$ cat config.mk
export PLATFORM = sky130hd
export DESIGN_NAME = palette_dac_ctrl
export DESIGN_NICKNAME = d
export VERILOG_FILES = /design/src/rtl/palette_pkg.sv /design/src/rtl/palette_regfile.sv /design/src/rtl/palette_dac_ctrl.sv
export SDC_FILE = /design/constraint.sdc
export NUM_CORES = 1
export LEC_CHECK = 0
export ABC_AREA = 1
export CELL_PAD_IN_SITES_DETAIL_PLACEMENT = 0
export CELL_PAD_IN_SITES_GLOBAL_PLACEMENT = 2
export CORE_AREA = 4 4 230 176
export CTS_BUF_LIST = sky130_fd_sc_hd__clkbuf_8
export CTS_CLUSTER_SIZE = 14
export DETAILED_ROUTE_END_ITERATION = 16
export DIE_AREA = 0 0 234 180
export DONT_BUFFER_PORTS = 1
export PLACE_DENSITY = 0.93
export SETUP_SLACK_MARGIN = 0.3
export SYNTH_ARGS = -nofsm -noshare
export SYNTH_HDL_FRONTEND = slang
export SYNTH_SLANG_ARGS = --single-unit
$ cat constraint.sdc
create_clock -name clk -period 2.38 [get_ports clk]
set_input_delay 0.595 -clock clk [delete_from_list [all_inputs] [get_ports clk]]
set_output_delay 0.595 -clock clk [all_outputs]
set_load 0.05 [all_outputs]
$ cat src/rtl/palette_pkg.sv
// Shared types and constants for the programmable 16-entry text-mode palette.
// Entries are 12-bit RGB, 4 bits per channel.
package palette_pkg;

  localparam int PAL_ENTRIES = 16;
  localparam int IDX_W       = 4;

  typedef struct packed {
    logic [3:0] r;
    logic [3:0] g;
    logic [3:0] b;
  } rgb_t;

  typedef enum logic [1:0] {
    PH_R = 2'd0,
    PH_G = 2'd1,
    PH_B = 2'd2
  } phase_t;

  typedef enum logic {
    IDLE       = 1'b0,
    WAIT_BLANK = 1'b1
  } state_t;

  localparam logic SEL_INDEX = 1'b0;
  localparam logic SEL_DATA  = 1'b1;

  // Entry 0 sits in the least significant 12 bits.
  localparam logic [PAL_ENTRIES-1:0][11:0] DEFAULT_PAL = {
    12'h777, 12'h770, 12'h707, 12'h700,
    12'h077, 12'h070, 12'h007, 12'h555,
    12'hFFF, 12'hFF0, 12'hF0F, 12'hF00,
    12'h0FF, 12'h0F0, 12'h00F, 12'h000
  };

  function automatic logic [3:0] rgb_comp(input rgb_t e, input phase_t p);
    logic [3:0] c;
    c = e.r;
    case (p)
      PH_G:    c = e.g;
      PH_B:    c = e.b;
      default: c = e.r;
    endcase
    return c;
  endfunction

endpackage

$ cat src/rtl/palette_regfile.sv
// 16x12 palette storage, reset to the default colours; one write port, three
// combinational read ports (foreground, background, host); writes land at the clock edge.
module palette_regfile
  import palette_pkg::*;
(
  input  logic             clk,
  input  logic             rst_n,
  input  logic             we_i,
  input  logic [IDX_W-1:0] waddr_i,
  input  rgb_t             wdata_i,
  input  logic [IDX_W-1:0] fg_addr_i,
  input  logic [IDX_W-1:0] bg_addr_i,
  input  logic [IDX_W-1:0] host_addr_i,
  output rgb_t             fg_rdata_o,
  output rgb_t             bg_rdata_o,
  output rgb_t             host_rdata_o
);

  rgb_t mem_q [PAL_ENTRIES];

  always_ff @(posedge clk or negedge rst_n) begin
    if (!rst_n) begin
      for (int i = 0; i < PAL_ENTRIES; i++) begin
        mem_q[i] <= rgb_t'(DEFAULT_PAL[i]);
      end
    end else if (we_i) begin
      mem_q[waddr_i] <= wdata_i;
    end
  end

  assign fg_rdata_o   = mem_q[fg_addr_i];
  assign bg_rdata_o   = mem_q[bg_addr_i];
  assign host_rdata_o = mem_q[host_addr_i];

endmodule

$ cat src/rtl/palette_dac_ctrl.sv
// DAC-style host port for the text palette plus a 1-cycle fg/bg -> RGB lookup.
// Pixels never stall; host_ready drops only while a finished triple waits for blanking.
module palette_dac_ctrl
  import palette_pkg::*;
#(
  parameter bit COMMIT_IN_BLANK = 1'b1
) (
  input  logic       clk,
  input  logic       rst_n,
  input  logic       host_valid,
  output logic       host_ready,
  input  logic       host_we,
  input  logic       host_sel,
  input  logic [7:0] host_wdata,
  output logic [7:0] host_rdata,
  output logic       host_rvalid,
  input  logic       blank,
  input  logic       pix_valid,
  input  logic [3:0] fg,
  input  logic [3:0] bg,
  output logic [7:0] R,
  output logic [7:0] G,
  output logic [7:0] B,
  output logic       out_valid
);

  state_t           state_q, state_d;
  phase_t           phase_q, phase_d;
  logic [IDX_W-1:0] idx_q, idx_d;
  logic [3:0]       stage_r_q, stage_r_d;
  logic [3:0]       stage_g_q, stage_g_d;
  logic [3:0]       stage_b_q, stage_b_d;
  logic [7:0]       rdata_q, rdata_d;
  logic             rvalid_q, rvalid_d;
  logic [7:0]       r_q, g_q, b_q;
  logic             out_valid_q;

  logic             pal_we;
  rgb_t             pal_wdata;
  rgb_t             fg_ent, bg_ent, host_ent;
  logic             accept;
  logic [3:0]       wnib;
  logic             unused_wdata;

  assign wnib         = host_wdata[3:0];
  assign unused_wdata = ^host_wdata[7:4];
  assign host_ready   = (state_q != WAIT_BLANK);
  assign accept       = host_valid && host_ready;

  palette_regfile u_regfile (
    .clk          (clk),
    .rst_n        (rst_n),
    .we_i         (pal_we),
    .waddr_i      (idx_q),
    .wdata_i      (pal_wdata),
    .fg_addr_i    (fg),
    .bg_addr_i    (bg),
    .host_addr_i  (idx_q),
    .fg_rdata_o   (fg_ent),
    .bg_rdata_o   (bg_ent),
    .host_rdata_o (host_ent)
  );

  always_comb begin
    state_d   = state_q;
    phase_d   = phase_q;
    idx_d     = idx_q;
    stage_r_d = stage_r_q;
    stage_g_d = stage_g_q;
    stage_b_d = stage_b_q;
    rdata_d   = rdata_q;
    rvalid_d  = 1'b0;
    pal_we    = 1'b0;
    pal_wdata = '{r: stage_r_q, g: stage_g_q, b: stage_b_q};

    case (state_q)
      IDLE: begin
        if (accept && host_we && host_sel == SEL_INDEX) begin
          // Re-pointing the index abandons whatever was staged.
          idx_d   = wnib;
          phase_d = PH_R;
        end else if (accept && host_we) begin
          case (phase_q)
            PH_R: begin
              stage_r_d = wnib;
              phase_d   = PH_G;
            end
            PH_G: begin
              stage_g_d = wnib;
              phase_d   = PH_B;
            end
            default: begin
              stage_b_d = wnib;
              if (COMMIT_IN_BLANK) begin
                state_d = WAIT_BLANK;
              end else begin
                pal_we    = 1'b1;
                pal_wdata = '{r: stage_r_q, g: stage_g_q, b: wnib};
                idx_d     = idx_q + 4'd1;
                phase_d   = PH_R;
              end
            end
          endcase
        end else if (accept && host_sel == SEL_INDEX) begin
          rvalid_d = 1'b1;
          rdata_d  = {4'b0, idx_q};
        end else if (accept) begin
          rvalid_d = 1'b1;
          rdata_d  = {4'b0, rgb_comp(host_ent, phase_q)};
          case (phase_q)
            PH_R:    phase_d = PH_G;
            PH_G:    phase_d = PH_B;
            default: begin
              phase_d = PH_R;
              idx_d   = idx_q + 4'd1;
            end
          endcase
        end
      end
      default: begin
        // Evaluated only from the edge after the B write, so blank already
        // high at that point still costs one waiting cycle.
        if (blank) begin
          pal_we  = 1'b1;
          idx_d   = idx_q + 4'd1;
          phase_d = PH_R;
          state_d = IDLE;
        end
      end
    endcase
  end

  always_ff @(posedge clk or negedge rst_n) begin
    if (!rst_n) begin
      state_q   <= IDLE;
      phase_q   <= PH_R;
      idx_q     <= '0;
      stage_r_q <= '0;
      stage_g_q <= '0;
      stage_b_q <= '0;
      rdata_q   <= '0;
      rvalid_q  <= 1'b0;
    end else begin
      state_q   <= state_d;
      phase_q   <= phase_d;
      idx_q     <= idx_d;
      stage_r_q <= stage_r_d;
      stage_g_q <= stage_g_d;
      stage_b_q <= stage_b_d;
      rdata_q   <= rdata_d;
      rvalid_q  <= rvalid_d;
    end
  end

  // Lookup reads the pre-commit entry on a commit edge.
  always_ff @(posedge clk or negedge rst_n) begin
    if (!rst_n) begin
      r_q         <= '0;
      g_q         <= '0;
      b_q         <= '0;
      out_valid_q <= 1'b0;
    end else begin
      out_valid_q <= pix_valid;
      if (pix_valid) begin
        r_q <= {fg_ent.r, bg_ent.r};
        g_q <= {fg_ent.g, bg_ent.g};
        b_q <= {fg_ent.b, bg_ent.b};
      end else begin
        r_q <= '0;
        g_q <= '0;
        b_q <= '0;
      end
    end
  end

  assign host_rdata  = rdata_q;
  assign host_rvalid = rvalid_q;
  assign R           = r_q;
  assign G           = g_q;
  assign B           = b_q;
  assign out_valid   = out_valid_q;

endmodule

==> impl_metrics.csv, run 1 <==
group,metric,value,unit
floorplan,die_y,180,um
global_route,grt_use_met3,4.22,%
drt,antenna_left,0,
cts,clk_pin_slew,60,ps
cts,h-tree-depth,2,
layout,fin_util,41.8,%
global_route,grt_start_max_net_pins,242,
global_route,grt_pass1_vias,13382,
layout,fill_cells,4000,
sta,setup_violations,0,
global_route,met2_usage,36.8,%
sta,setup_tns,0,ps
sta,hold_slack,-299,ps
global_route,overflow,0,
sta,setup_ws,363,ps
yosys,ys_seq_area_share,42.9,%
cts,cts-buffers-inserted,42,
power,power.total,16.5,mW
critical_path,crit_type,"reg -> reg",
cts,cts_buffer_depth,3,
critical_path,arrival,2480,ps
place,io_buffers,0,
floorplan,rows,62,
layout,syn_to_final_growth,11.2,%
cts,clockRootBuffer,"clkbuf_8",
floorplan,die_area,42100,um^2
sta,worst_clock_skew,29.5,ps
yosys,syn-cell-area,14300,um^2
place,place_congestion,0.867,
layout,fin_nets,2045,
drt,vias,14364,
sta,min_period,2020,ps
critical_path,critPathSlowestCell,"dfrtp_4",
drt,firstDrtPassIters,5,
critical_path,cpPeakStageDelay,540,ps
critical_path,crit_fanout,22,
critical_path,cp.required,2850,ps
yosys,yosysTopAreaCell,"dfrtp_1",
layout,layout-drive-gt1-share,11.9,%
power,peakVddDrop,602,uV
cts,clock_sinks,241,
drt,drt_iter0_drc,1763,
yosys,yosysTopAreaCellShare,26.4,%
sta,rsz0062_at_grt,"true",
sta,slew_headroom,58.1,%
floorplan,pin_count,58,
run_status,violations,"negative hold slack",
yosys,synthCells,2054,
drt,routed_wl,54400,um
sta,max_freq,0.496,GHz
drt,vias_per_cell,5.61,
run_status,status,"complete, but fails checks",
cts,cts_tree,"yes",
cts,ctsHoldBuffers,1,
drt,wl_per_cell,21.3,um
yosys,synth.yosys.warnings,0,
critical_path,cpMostUsedCell,"nand2_1",
drt,post-route-drc-count,0,
worst_hold_path,hold_path.class,"in -> async",
sta,report.final.slew_viol_count,0,
global_route,grt_usage,25.1,%
floorplan,initial_core_util,37.6,%
global_route,grt_use_met1,37.1,%
power,p_leak,6.76,nW
sta,tightest_slew,628,ps
yosys,synth_area_leaders,"dfrtp_1 (26%), dfstp_2 (17%), o21ai_0 (15%), nand2_1 (14%), a21oi_1 (7.0%)",
place,dp_hpwl,31700,um
global_route,top_usage_layer,"met1",
critical_path,cp-start-kind,"flip-flop",
place,dp_slack,245,ps
cts,clk_latency,590,ps
global_route,antenna_found_initial,1,
run,drv_cap,0,
sta,hold_violations,225,
critical_path,endpoint_kind,"flip-flop",
sta,post-route-period-util,84.8,%
power,p_per_area,1030,nW/um^2
yosys,ys_types,28,
floorplan,die_w,234,um
yosys,synth_area_per_cell,6.98,um^2
floorplan,coreArea,38100,um^2
critical_path,cp_cell_sequence,"buf_4 -> clkbuf_16 -> nor2_1 -> nor2_1 -> nand2_1 -> nand2_1 -> nand2_1 -> nand2_1 -> o21ai_2 -> nand2_2 -> nand2_1 -> nand2_1 -> nand2_1 -> nand2_1",
global_route,grt_pass1_wl,81500,um
yosys,synth_seq_cells,241,
cells in the final DEF (no fill, tap or decap):
| cell | netlist | layout |
|---|---|---|
| a21oi_1 | 200 | 200 |
| a22oi_1 | 1 | 1 |
| and2_1 | 1 | 1 |
| buf_12 | 0 | 10 |
| buf_16 | 0 | 1 |
| buf_4 | 6 | 54 |
| buf_6 | 0 | 2 |
| buf_8 | 0 | 2 |
| clkbuf_16 | 0 | 2 |
| clkbuf_8 | 0 | 54 |
| clkinv_1 | 7 | 6 |
| clkinv_2 | 0 | 7 |
| clkinvlp_4 | 0 | 1 |
| conb_1 | 1 | 4 |
| dfrtp_1 | 151 | 149 |
| dfrtp_2 | 0 | 1 |
| dfrtp_4 | 0 | 1 |
| dfstp_2 | 90 | 90 |
| diode_2 | 0 | 1 |
| dlygate4sd3_1 | 0 | 1 |
| ha_1 | 8 | 8 |
| inv_1 | 177 | 191 |
| inv_2 | 3 | 3 |
| inv_6 | 0 | 1 |
| nand2_1 | 527 | 526 |
| nand2_2 | 1 | 2 |
| nand3_1 | 185 | 185 |
| nor2_1 | 55 | 53 |
| nor2_2 | 3 | 5 |
| nor2_4 | 3 | 3 |
| nor3_2 | 1 | 1 |
| nor4_1 | 1 | 1 |
| o2111ai_1 | 1 | 1 |
| o211ai_1 | 40 | 40 |
| o21ai_0 | 433 | 428 |
| o21ai_1 | 4 | 7 |
| o21ai_2 | 1 | 3 |
| xor2_1 | 1 | 1 |
registers in the layout (all words and copies together), names as in the netlist, 4 cells and up:
name	count
G	8
B	8
u_regfile.mem_q	192
host_rdata	4
idx_q	4
stage_g_q	4
R	8
stage_b_q	4
stage_r_q	4
cell usage after synthesis:
library cell / number
nand2_1: 527
o21ai_0: 433
a21oi_1: 200
nand3_1: 185
inv_1: 177
dfrtp_1: 151
clkbuf_1: 109
dfstp_2: 90
nor2_1: 55
o211ai_1: 40
buf_2: 37
ha_1: 8
buf_1: 7
clkinv_1: 7
buf_4: 6
o21ai_1: 4
inv_2: 3
nor2_2: 3
nor2_4: 3
a22oi_1: 1
and2_1: 1
conb_1: 1
nand2_2: 1
nor3_2: 1
nor4_1: 1
o2111ai_1: 1
o21ai_2: 1
xor2_1: 1
metal layers:
metal,routed length [um],part of all wire (%)
met4,2020,3.7
met5,0,0
met1,24700,45
met2,22900,42
met3,4820,8.9
where the power goes:
group | switching, mW | internal, mW | total (mW) | leakage [nW]
Sequential | 0.993 | 5.21 | 6.20 | 2.97
Clock | 1.86 | 2.03 | 3.90 | 0.490
Combinational | 4.25 | 2.12 | 6.37 | 3.30
per-stage QoR:
stage | std cells | area (um^2)
final | 2559 | 15900
after floorplan | 2057 | 14300
after CTS | 2552 | 15800
after global placement | 2475 | 14900
after detailed placement | 2475 | 14900
after global routing | 2558 | 15900
path summary, 6_finish.rpt:
kind / startpoint / end / slack (ps) / cells after the start
max in group asynchronous: rst_n / u_regfile.mem_q[116] / 2340 / 0
max: idx_q[0] / host_rdata[1] / 360 / 14
min in group clk: host_we / host_rvalid / 90 / 1
max reg2reg: idx_q[0] / host_rdata[1] / 360 / 14
min reg2reg: u_regfile.mem_q[124] / u_regfile.mem_q[124] / 480 / 2
min: rst_n / B[0] / -300 / 0
area by class of cell:
cell class | instances | area, um^2 | area share, %
antenna | 1 | 2.50 | 0.0157
clock buffer | 54 | 743 | 4.67
clock inverter | 22 | 95.1 | 0.597
inverter | 187 | 707 | 4.44
multi-input combinational | 1470 | 6840 | 43.0
sequential | 241 | 6150 | 38.6
tap | 512 | 641 | 4.02
timing repair buffer | 72 | 746 | 4.68
critical path, delay by kind of cell, from the launching register on:
family	cells	cell delay, ps
and+or+nand+nor	11	800
buffers and inverters	2	380
AOI/OAI and AO/OA	1	170
DFF	1	540
cell families after synthesis:
family	Yosys count	synth area share, %
xor gates and xnor gates	1	0.0611
buffers and inverters	346	9.54
adders and majority gates	8	0.699
DFF	241	42.9
and+or+nand+nor	777	22.3
other	1	0.0262
AOI/OAI and AO/OA	680	24.5
repair_timing:
item / CTS / global route
gates cloned: 0 / 2
resized for setup: 2 / 20
endpoints found under the hold margin: 242 / 241
buffers inserted: 0 / 4
endpoints found under the setup margin: 2 / 82
(Power assumes the default switching activity.)
==> run 2: changes to the inputs <==
clock period = 2.1 ns   (was 2.38 ns; I/O delays follow)
==> run 2 against run 1 <==
Via count up 0.30%. The run still ends with negative hold slack left. Register-to-register slack got worse by 210 ps. Non-clock buffer count grew 13. Setup slack got worse by 210 ps. Sequential cell count unchanged. Clock skew shrank 0.74 ps. Utilization increased by 1.6 points. Highest routed layer unchanged.
==> impl_metrics.csv, run 2 (synthesized netlist as in run 1, its figures left out) <==
group,metric,value,unit
layout,most-common-layout-cells,"nand2_1 (509), o21ai_0 (376), a21oi_1 (200)",
sta,tightest_slew,656,ps
power,p_per_area,1170,nW/um^2
layout,largest_reg_flops,192,
sta,post-route-period-util,92.9,%
drt,vias_per_cell,5.60,
place,dp_hpwl,32200,um
critical_path,crit_type,"reg -> reg",
critical_path,arrival,2420,ps
drt,antenna_left,0,
sta,setup_tns,0,ps
global_route,grt_pass1_wl,83700,um
cts,clk_pin_slew,60,ps
floorplan,die_w,234,um
place,dp_slack,85.7,ps
sta,rsz0062_at_grt,"true",
cts,clk_latency,600,ps
drt,wl_per_cell,21.8,um
drt,highest_layer,"met4",
layout,layout_commonest_cell,"nand2_1",
layout,syn_to_final_growth,15.4,%
cts,ctsHoldBuffers,2,
drt,vias,14407,
layout,layout-drive-gt1-share,14.0,%
worst_hold_path,hold_path.class,"in -> async",
critical_path,reg2reg_depth,15,
run,drv_cap,0,
global_route,grt_usage,25.7,%
place,place_congestion,0.864,
place,dp_cells,2480,
critical_path,r2r_start,"idx_q[0]",
floorplan,die_y,180,um
drt,drt_iter0_drc,1909,
sta,setup_ws,148,ps
drt,met1_length,24300,um
sta,min_period,1950,ps
place,io_buffers,0,
sta,hold_violations,189,
floorplan,pin_count,58,
sta,worst_clock_skew,28.7,ps
cts,h-tree-depth,2,
drt,route.met2.wl,23800,um
sta,setup_violations,0,
cts,cts_tree,"yes",
run_status,violations,"negative hold slack",
cts,cts_buffer_depth,3,
critical_path,crit_fanout,8,
cts,clock_sinks,241,
critical_path,cp-start-kind,"flip-flop",
critical_path,rr_endpoint,"host_rdata[2]",
global_route,grt_pass1_vias,13526,
power,peakVddDrop,570,uV
sta,hold_slack,-376,ps
drt,post-route-drc-count,0,
critical_path,endpoint_kind,"flip-flop",
layout,antenna_cells,0,
cts,cts-buffers-inserted,42,
critical_path,regToRegSetupSlack,150,ps
global_route,antenna_found_initial,1,
sta,slew_headroom,56.2,%
global_route,overflow,0,
critical_path,cp.required,2570,ps
floorplan,initial_core_util,37.6,%
sta,max_freq,0.512,GHz
drt,wl_met3,5970,um
drt,firstDrtPassIters,6,
cts,clockRootBuffer,"clkbuf_8",
layout,layout.cells.non_filler,2572,
run_status,status,"complete, but fails checks",
drt,routed_wl,55900,um
global_route,grt_start_max_net_pins,242,
power,p_leak,7.05,nW
layout,regMostFlops,"u_regfile.mem_q",
floorplan,rows,62,
floorplan,die_area,42100,um^2
sta,report.final.slew_viol_count,0,
floorplan,coreArea,38100,um^2
layout,fin_nets,2058,
-- run 2: cell types whose count changed in the layout (fill, tap and decap cells not counted), moves of 8 or more --
cell | before | now
buf_12 | 10 | 24
buf_4 | 54 | 36
buf_6 | 2 | 10
nand2_1 | 526 | 509
nand2_2 | 2 | 13
o21ai_0 | 428 | 376
o21ai_1 | 7 | 58
-- run 2: area by class of cell --
| type | count | area (um^2) |
|---|---|---|
| clock buffer | 50 | 688 |
| clock inverter | 27 | 200 |
| tap | 512 | 641 |
| timing repair buffer | 85 | 1150 |
| sequential | 241 | 6150 |
| fill | 3914 | 21600 |
| inverter | 187 | 712 |
| multi-input combinational | 1470 | 6990 |
-- run 2: worst max path at each step --
stage / depth (start not counted) / start / slack [ps] / to
finish: 15 / idx_q[0] / 150 / host_rdata[2]
global route: 12 / idx_q[0] / 30 / host_rdata[2]
CTS: 14 / idx_q[0] / 180 / host_rdata[3]
detailed placement: 9 / idx_q[0] / 90 / u_regfile.mem_q[139]
global placement: 13 / idx_q[0] / 70 / host_rdata[3]
floorplan: 10 / idx_q[0] / 310 / u_regfile.mem_q[36]
-- run 2: layer usage --
metal / up-vias / global-route usage [%]
met2: 755 / 38.1
met3: 113 / 6.27
met5: - / 0
met4: 0 / 8.27
li1: 6752 / -
met1: 6787 / 36.9
-- run 2: what timing repair did --
| item | in CTS | in global routing |
|---|---|---|
| endpoints found under the setup margin | 163 | 198 |
| gates cloned | 1 | 5 |
| hold endpoints to repair | 243 | 241 |
| gates resized for setup | 78 | 87 |
| setup buffers | 5 | 2 |
| pin swaps | 5 | 11 |
-- run 2: critical path, cell delays in order, from the launching register on --
cell	delay (ps)
dfrtp_4	540
buf_12	180
buf_8	150
nand2_1	60
o21ai_1	60
nand2_1	60
nand2_1	40
nand2_1	50
nand2_1	60
o21ai_2	180
buf_6	140
nand2_4	50
nand2_2	60
nand2_1	50
nand2_1	80
nand2_1	60
-- run 2: through the flow --
step / power (mW) / util (%) / area [um^2]
floorplan: 11.5 / - / 14400
global placement: 13.8 / 39.4 / 15000
detailed placement: 14.0 / 39.4 / 15000
CTS: 19.1 / 42.6 / 16200
global route: 20.7 / 43.4 / 16500
finish: 19.4 / 43.4 / 16500
-- run 2: power breakdown --
part           switching (mW)  internal, mW
Clock                    2.14          2.54
Combinational            5.00          2.66
Sequential               1.13          5.91
==> run 3: changes to the inputs <==
--- a/constraint.sdc
+++ b/constraint.sdc
@@ -3,2 +3,2 @@
 set_output_delay 0.525 -clock clk [all_outputs]
-set_load 0.05 [all_outputs]
+set_load 0.02 [all_outputs]
==> run 3 against run 2 <==
The run ends with negative hold slack, negative setup slack left. Hold slack better by 2.9 ps. Combinational power up 12%. Critical path depth down 6. Clock-buffer cell count up 6. Final cell count up 0.78%. Utilization up 1.7 points. Setup slack worse by 160 ps. Clock skew down 12 ps. Via count up 1.6%. Critical endpoint is now u_regfile.mem_q[31]. Largest cell class unchanged. Largest power group unchanged.
==> impl_metrics.csv, run 3 (synthesized netlist as in run 1, its figures left out) <==
group,metric,value,unit
drt,wl_per_cell,22.3,um
layout,most-common-layout-cells,"nand2_1 (463), o21ai_0 (362), a21oi_1 (200)",
layout,layout_commonest_cell,"nand2_1",
layout,syn_to_final_growth,19.9,%
cts,h-tree-depth,2,
cts,cts_buffer_depth,3,
cts,cts-buffers-inserted,43,
cts,clk_pin_slew,60,ps
critical_path,worstPathBufferInverterCount,4,
layout,layout.cells.non_filler,2592,
drt,vias,14643,
drt,antenna_left,0,
place,dp_cells,2487,
power,peakVddDrop,516,uV
run_status,status,"complete, but fails checks",
drt,firstDrtPassIters,6,
power,p_per_area,1170,nW/um^2
sta,hold_violations,185,
critical_path,cpPeakStageDelay,660,ps
critical_path,arrival,2560,ps
critical_path,r2r_start,"idx_q[0]",
floorplan,rows,62,
floorplan,pin_count,58,
critical_path,cp.required,2540,ps
critical_path,crit_family,"flip-flops",
critical_path,regToRegSetupSlack,-10,ps
power,p_leak,7.29,nW
sta,tightest_slew,819,ps
place,dp_hpwl,32900,um
sta,worst_clock_skew,16.9,ps
critical_path,crit_fanout,8,
global_route,grt_usage,25.8,%
place,io_buffers,0,
floorplan,die_w,234,um
layout,fill_cells,3874,
cts,clockRootBuffer,"clkbuf_8",
cts,cts_tree,"yes",
critical_path,rr_endpoint,"u_regfile.mem_q[31]",
place,place_congestion,0.851,
worst_hold_path,hold_path.class,"in -> async",
layout,postLayoutCellArea,17200,um^2
cts,ctsHoldBuffers,3,
sta,report.final.slew_viol_count,0,
sta,rsz0062_at_grt,"true",
drt,vias_per_cell,5.65,
layout,layout-drive-gt1-share,18.0,%
layout,largest_reg_flops,192,
sta,slew_headroom,45.4,%
critical_path,critPathSlowestCell,"dfrtp_4",
global_route,overflow,0,
run_status,violations,"negative hold slack, negative setup slack",
sta,setup_violations,2,
sta,hold_slack,-373,ps
global_route,grt_pass1_vias,13449,
drt,routed_wl,57900,um
run,drv_cap,0,
floorplan,die_y,180,um
global_route,grt_pass1_wl,83400,um
critical_path,crit_type,"reg -> reg",
sta,max_freq,0.473,GHz
critical_path,cp-start-kind,"flip-flop",
sta,min_period,2110,ps
floorplan,coreArea,38100,um^2
floorplan,initial_core_util,37.6,%
cts,clock_sinks,241,
floorplan,die_area,42100,um^2
global_route,antenna_found_initial,1,
drt,post-route-drc-count,0,
place,place_area,15100,um^2
global_route,grt_start_max_net_pins,242,
critical_path,endpoint_kind,"flip-flop",
sta,setup_ws,-11.9,ps
layout,regMostFlops,"u_regfile.mem_q",
cts,clk_latency,600,ps
critical_path,cp_cell_sequence,"buf_12 -> buf_16 -> ha_4 -> inv_4 -> nor2_4 -> nand2_4 -> clkbuf_16 -> nand2_2 -> o21ai_0",
drt,drt_iter0_drc,1824,
sta,post-route-period-util,101,%
critical_path,reg2reg_depth,9,
layout,antenna_cells,0,
layout,fin_nets,2077,
## run 3: changes by cell type in the layout (fill, tap and decap cells not counted), moves of 8 or more
cell,previous run,this run
buf_4,36,44
nand2_1,509,463
nand2_2,13,38
nand2_4,6,26
o21ai_0,376,362
o21ai_1,58,44
o21ai_2,4,30
## run 3: timing repair
action,4_1_cts,5_1_grt
resized for setup,47,236
pin swaps,3,25
endpoints found under the setup margin,197,193
hold endpoints to repair,244,241
setup buffers,4,3
gates cloned,4,12
## run 3: how the worst max path moves through the flow
| stage | start | end | depth (start not counted) |
|---|---|---|---|
| 2_1_floorplan | idx_q[0] | u_regfile.mem_q[36] | 10 |
| 3_3_place_gp | idx_q[0] | host_rdata[3] | 13 |
| 3_5_place_dp | idx_q[1] | u_regfile.mem_q[27] | 9 |
| 4_1_cts | idx_q[0] | host_rdata[1] | 13 |
| 5_1_grt | idx_q[0] | u_regfile.mem_q[31] | 9 |
| 6_report | idx_q[0] | u_regfile.mem_q[31] | 9 |
## run 3: metrics by stage
step	setup WS, ps	hold WS (ps)	power [mW]	utilization [%]	setup TNS, ps
2_1_floorplan	310	229	11.3	-	0
3_3_place_gp	103	245	13.7	39.6	0
3_5_place_dp	91.3	240	13.8	39.6	0
4_1_cts	154	-410	18.9	42.7	0
5_1_grt	-42.4	-409	21.3	45.1	-78.8
6_report	-11.9	-373	20.0	45.1	-17.6
## run 3: area by class of cell
type / count / area [um^2] / area share [%]
Tap cell: 512 / 641 / 3.73
Clock buffer: 56 / 771 / 4.49
Inverter: 187 / 722 / 4.20
Multi-Input combinational cell: 1470 / 7350 / 42.8
Clock inverter: 23 / 90.1 / 0.525
Timing Repair Buffer: 103 / 1460 / 8.47
Sequential cell: 241 / 6150 / 35.8
## run 3: power breakdown
group	internal (mW)	total (mW)	switching (mW)
registers	5.91	6.97	1.06
clock network	2.37	4.48	2.11
logic	3.19	8.58	5.39
## run 3: per-layer routing
metal  part of all wire (%)  track usage (%)  up-vias
li1                       -                -     6802
met1                     45             37.9     6973
met2                     43             38.1      730
met3                    9.5             4.81      136
met4                    3.2             8.41        2
met5                  0.022                0        -
